**config.mk**
```make
export PLATFORM = sky130hd
export DESIGN_NAME = fir_xifu_ctrl
export DESIGN_NICKNAME = d
export VERILOG_FILES = /design/src/rtl/fir_xifu_ctrl.sv
export SDC_FILE = /design/constraint.sdc
export NUM_CORES = 2
export LEC_CHECK = 0
export CAP_MARGIN = 25
export CORE_MARGIN = 3
export CORE_UTILIZATION = 30
export DETAILED_ROUTE_END_ITERATION = 6
export PLACE_DENSITY = 0.48
export SETUP_SLACK_MARGIN = 0.02
export SYNTH_ARGS = -nofsm -noshare
export SYNTH_HDL_FRONTEND = slang
export SYNTH_SLANG_ARGS = --single-unit
```
**constraint.sdc**
```tcl
create_clock -name clk_i -period 4.11 [get_ports clk_i]
set_input_delay 0.411 -clock clk_i [delete_from_list [all_inputs] [get_ports clk_i]]
set_output_delay 0.411 -clock clk_i [all_outputs]
set_load 0.01 [all_outputs]
```
**src/rtl/fir_xifu_ctrl.sv**
```systemverilog
// rtl/fir_xifu_ctrl.sv - FIR XIFU operand/hazard controller
//
// Owns the XIFU register file and a per-register write scoreboard. Stalls the
// ID stage on RAW/WAW hazards and registers operands for EX on issue.
//
// Ports:
//   clk_i, rst_ni            clock, asynchronous active-low reset
//   id_valid_i/id_ready_o    ID handshake (issue = valid & ready)
//   id_instr_i               00 XFIRLW, 01 XFIRSW, 10 XFIRDOTP, 11 INVALID
//   id_rs1_i/rs2_i/rd_i      register indices, id_id_i instruction ID
//   op_a_o/op_b_o/op_c_o     operands to EX, ex_valid_o one-cycle strobe
//   wb_valid_i/rd_i/data_i   register file write from WB
//   commit_valid_i/id_i/kill_i  X-interface commit channel

module fir_xifu_ctrl #(
  parameter int NrRegs  = 32,
  parameter int IdWidth = 4
) (
  input  logic               clk_i,
  input  logic               rst_ni,
  input  logic               id_valid_i,
  output logic               id_ready_o,
  input  logic [1:0]         id_instr_i,
  input  logic [4:0]         id_rs1_i,
  input  logic [4:0]         id_rs2_i,
  input  logic [4:0]         id_rd_i,
  input  logic [IdWidth-1:0] id_id_i,
  output logic [31:0]        op_a_o,
  output logic [31:0]        op_b_o,
  output logic [31:0]        op_c_o,
  output logic               ex_valid_o,
  input  logic               wb_valid_i,
  input  logic [4:0]         wb_rd_i,
  input  logic [31:0]        wb_data_i,
  input  logic               commit_valid_i,
  input  logic [IdWidth-1:0] commit_id_i,
  input  logic               commit_kill_i
);

  typedef enum logic [1:0] {
    INSTR_LW      = 2'b00,
    INSTR_SW      = 2'b01,
    INSTR_DOTP    = 2'b10,
    INSTR_INVALID = 2'b11
  } instr_e;

  logic [31:0]        rf_q    [NrRegs];
  logic [IdWidth-1:0] owner_q [NrRegs];
  logic [NrRegs-1:0]  pending_q;
  logic [NrRegs-1:0]  pending_d;
  logic [NrRegs-1:0]  wb_hit;
  logic [NrRegs-1:0]  kill_hit;
  logic [NrRegs-1:0]  busy;

  logic reads_rs1, reads_rs2, reads_rd, writes_rd;
  logic issue;
  logic [31:0] op_a_d, op_b_d, op_c_d;

  // Current-cycle WB is forwarded to operand reads.
  function automatic logic [31:0] read_reg(input logic [4:0] idx);
    if (wb_valid_i && (wb_rd_i == idx)) begin
      return wb_data_i;
    end
    return rf_q[idx];
  endfunction

  always_comb begin
    wb_hit   = '0;
    kill_hit = '0;
    for (int r = 0; r < NrRegs; r++) begin
      wb_hit[r]   = wb_valid_i && (wb_rd_i == 5'(r));
      kill_hit[r] = commit_valid_i && commit_kill_i && pending_q[r] &&
                    (owner_q[r] == commit_id_i);
    end
  end

  // WB clears are bypassed into the hazard check; kills are not, so a
  // killed dependency releases its waiters one cycle later.
  assign busy = pending_q & ~wb_hit;

  always_comb begin
    reads_rs1 = 1'b0;
    reads_rs2 = 1'b0;
    reads_rd  = 1'b0;
    writes_rd = 1'b0;
    case (instr_e'(id_instr_i))
      INSTR_LW:   writes_rd = 1'b1;
      INSTR_SW:   reads_rs2 = 1'b1;
      INSTR_DOTP: begin
        reads_rs1 = 1'b1;
        reads_rs2 = 1'b1;
        reads_rd  = 1'b1;
        writes_rd = 1'b1;
      end
      default: ;
    endcase
  end

  assign id_ready_o = (id_instr_i != INSTR_INVALID) &&
                      !(reads_rs1 && busy[id_rs1_i]) &&
                      !(reads_rs2 && busy[id_rs2_i]) &&
                      !((reads_rd || writes_rd) && busy[id_rd_i]);

  assign issue = id_valid_i && id_ready_o;

  always_comb begin
    op_a_d = '0;
    op_b_d = '0;
    op_c_d = '0;
    if (reads_rs1) begin
      op_a_d = read_reg(id_rs1_i);
    end else if (reads_rs2) begin
      op_a_d = read_reg(id_rs2_i);
    end
    if (reads_rs1 && reads_rs2) begin
      op_b_d = read_reg(id_rs2_i);
    end
    if (reads_rd) begin
      op_c_d = read_reg(id_rd_i);
    end
  end

  // Clears first, then a same-cycle issue re-sets its destination.
  always_comb begin
    pending_d = pending_q & ~kill_hit & ~wb_hit;
    if (issue && writes_rd) begin
      pending_d[id_rd_i] = 1'b1;
    end
  end

  always_ff @(posedge clk_i or negedge rst_ni) begin
    if (!rst_ni) begin
      pending_q  <= '0;
      ex_valid_o <= 1'b0;
      op_a_o     <= '0;
      op_b_o     <= '0;
      op_c_o     <= '0;
      for (int r = 0; r < NrRegs; r++) begin
        rf_q[r]    <= '0;
        owner_q[r] <= '0;
      end
    end else begin
      pending_q  <= pending_d;
      ex_valid_o <= issue;
      if (issue) begin
        op_a_o <= op_a_d;
        op_b_o <= op_b_d;
        op_c_o <= op_c_d;
        if (writes_rd) begin
          owner_q[id_rd_i] <= id_id_i;
        end
      end
      if (wb_valid_i) begin
        rf_q[wb_rd_i] <= wb_data_i;
      end
    end
  end

endmodule

```
==> results.toml <==
[synthesis]
synth_common_cells = "1,281 x dfrtp_1, 1,204 x mux2_2, 899 x mux4_2, 384 x clkbuf_1, 163 x nand2_1"
ys.warnings.count = 0
ys_ff_latch = 1281
yosysMostFrequentCell = "dfrtp_1"
synth-edff-count = 0
yosys.cell_types.count = 70
synth.avg_cell_area_um2 = 14.88
syn_inst = 5091
yosysSeqAreaShare_pct = 42.31
synthFlopType = "dfrtp_1"
yosys.area.top_type = "dfrtp_1"
synth_top_cells_by_area = "dfrtp_1 42%, mux4_2 27%, mux2_2 18%"
synth_top_area_share_pct = 42.31
synthArstFlopShare_pct = 100.0
netlist_area_mm2 = 0.07577
syn-num-nets = 5163

[clock_network]
clk_pin_slew_ns = 0.06
clock-root-buffer = "clkbuf_16"
cts.sinks = 1281
cts_buffer_depth = 3
cts_buffers = 159
cts_tree = "yes"
htree_levels = 4
clock_latency_ns = 0.84

[setup_path]
rr_endpoint = "op_b_o[24]"
crit_family = "buffers and inverters"
path_cells = "clkdlybuf4s50_1, or2_2, buf_4, o21ai_0, buf_4, nor2_1, or4_1, and4_1, a211o_2, nor2_2, dlygate4sd2_1"
arrival_ns = 3.48
worst_path_max_delay_cell = "clkdlybuf4s50_1"
cp_data_required_time_ns = 3.70
path_class = "input port to primary output"
regToRegSetupSlack_ns = 0.86
worstPathMaxFanout = 7
reg2regPathDepth = 9
max_stage_delay_ns = 0.54
cp-end-kind = "primary output"
r2r_start = "pending_q[18]"
crit_top_cell = "buf_4"
crit_buf_inv = 4
start_kind = "input port"

[sta]
final_max_slew_viol_count = 0
rsz0062_at_grt = "no"
fin_worst_skew_ns = 0.04329
worst_pin_slew_ns = 1.097
finalSetupViolCount = 0
timing.hold.ws_ns = 0.2382
max_freq_ghz = 0.2568
timing.final.crit_share_pct = 94.74
final_period_minus_worst_setup_slack_ns = 3.894
hold_violations = 0
slew_headroom_pct = 26.84

[power_and_ir_drop]
leakagePower_nw = 36.30
power_mw = 41.72
switching_share_pct = 29.12
p_comb_share_pct = 23.9
ir_worst_vdd_mv = 0.3801
p_int_mw = 29.57
p_seq_share_pct = 40.8
clockPowerShare_pct = 35.3
powerDensity_mw_per_mm2 = 468.0
p_switching_mw = 12.15

[route]
drc = 0
wl_per_cell_um = 32.91
first_pass_iters = 5
postRouteAntennaNets = 0
wirelength_um = 285500
wl_met3_um = 20110
vias = 50975
drt_iter0_drc = 4697
wl_met2_um = 132700
via_per_inst = 5.877
top_layer = "met5"
met1Wirelength_um = 123600

[placement]
place_area_mm2 = 0.08361
dp_hpwl_um = 164100
port-buffer-count = 165
placed_cells = 8389
routabilityCongestion = 0.8502

[floorplan]
dieArea_mm2 = 0.2586
die_w_um = 508.6
rows = 183
initial_utilization_pct = 30.30
die_y_um = 508.6
fp.coreArea_mm2 = 0.2500
ios = 166

[layout]
fin_cells = 8674
drive_gt1_share_pct = 53.37
post-route-cell-area_mm2 = 0.08915
area_growth_pct = 17.67
fillCellCount = 23920
finalNetCount = 5295
utilization_pct = 35.66

[job]
cap_violations = 0

[global_routing]
grt_max_degree = 138
grt_remaining_overflow = 0
grt_pass1_wl_um = 410400
antenna_found_initial = 10
grt_pass1_vias = 53408
track_usage_pct = 21.97

[run_status]
outcome = "finished clean"

[worst_hold_path]
hp-class = "input port to async pin"
[cell families (layout without fill, tap and decap cells)]
logic type / after synthesis / count (layout) / share of synthesized area (%)
AO/OA/AOI/OAI: 460 / 460 / 4.038
flip-flops: 1281 / 1281 / 42.31
XOR/XNOR: 143 / 143 / 1.653
AND/OR/NAND/NOR: 488 / 488 / 3.721
multiplexers: 2152 / 2152 / 45.30
other: 0 / 2 / 0
adder cells (fa/ha/maj): 4 / 4 / 0.06606
buffers and inverters: 563 / 814 / 2.910
[cell usage in the layout (no fill, tap or decap), drive strengths merged, types with 9 or more instances in the layout]
| master | netlist | final |
|---|---|---|
| nand3 | 73 | 73 |
| xor2 | 56 | 56 |
| mux4 | 899 | 899 |
| inv | 7 | 13 |
| a221oi | 32 | 32 |
| nor2b | 39 | 39 |
| clkdlybuf4s50 | 0 | 143 |
| xnor2 | 87 | 87 |
| clkinv | 1 | 41 |
| buf | 170 | 380 |
| or2 | 13 | 13 |
| a22oi | 96 | 96 |
| o21bai | 26 | 26 |
| dfrtp | 1281 | 1281 |
| o21ai | 129 | 129 |
| nand2 | 163 | 163 |
| a31oi | 9 | 9 |
| a21oi | 37 | 37 |
| nor3 | 50 | 50 |
| a211oi | 39 | 39 |
| nor4 | 33 | 33 |
| mux2 | 1216 | 1216 |
| o2111ai | 9 | 9 |
| bufinv | 0 | 14 |
| mux2i | 37 | 37 |
| nor2 | 75 | 75 |
| o22ai | 33 | 33 |
| clkbuf | 385 | 217 |
| o211ai | 30 | 30 |
[worst max path at each step]
stage,startpoint,to,cells after the start
after CTS,wb_rd_i[1],id_ready_o,11
after global routing,wb_rd_i[2],id_ready_o,11
final,wb_rd_i[1],id_ready_o,11
after global placement,wb_rd_i[2],id_ready_o,11
after floorplan,id_rs1_i[0],op_a_o[30],9
after detailed placement,wb_valid_i,op_b_o[24],11
[what timing repair did]
action / 4_1_cts / 5_1_grt
endpoints found under the hold margin: 69 / 0
buffers inserted: 1 / 0
setup endpoints to repair: 1 / 0
gates resized for setup: 16 / 0
hold buffers: 1 / 0
[power groups by stage]
stage          Clock, mW  Combinational [mW]  Sequential [mW]
6_report            14.7                9.97             17.0
5_1_grt             15.6                10.6             17.3
4_1_cts             15.1                10.0             16.9
3_5_place_dp           0                10.0             17.2
3_3_place_gp           0                9.88             17.0
2_1_floorplan          0                6.98             16.6
[state kept, by name (all words and copies together) (netlist names)]
signal	count
rf_q	1024
op_c_o	32
owner_q	128
pending_q	32
ex_valid_o	1
op_a_o	32
op_b_o	32
[layer usage]
metal | up-vias | global-route usage (%)
li1 | 20404 | -
met1 | 28084 | 30.75
met2 | 2040 | 34.48
met3 | 445 | 4.220
met4 | 2 | 6.691
met5 | - | 0
[metrics by stage]
step,setup WS (ns),TNS [ns]
floorplan,0.4044,0
CTS,0.2696,0
global placement,-0.2085,-29.53
global route,0.09815,0
detailed placement,-0.3585,-60.88
finish,0.2164,0
[cell type report]
type | instances | area [µm²] | share of cell area (%)
multi-input combinational | 3247 | 41870 | 46.97
inverter | 8 | 30.03 | 0.03368
timing repair buffer | 526 | 5552 | 6.227
antenna | 2 | 5.005 | 0.005614
tap | 3330 | 4167 | 4.673
clock buffer | 216 | 4513 | 5.062
clock inverter | 64 | 960.9 | 1.078
sequential | 1281 | 32060 | 35.96
Note: power is estimated with default switching activity, not from simulation.
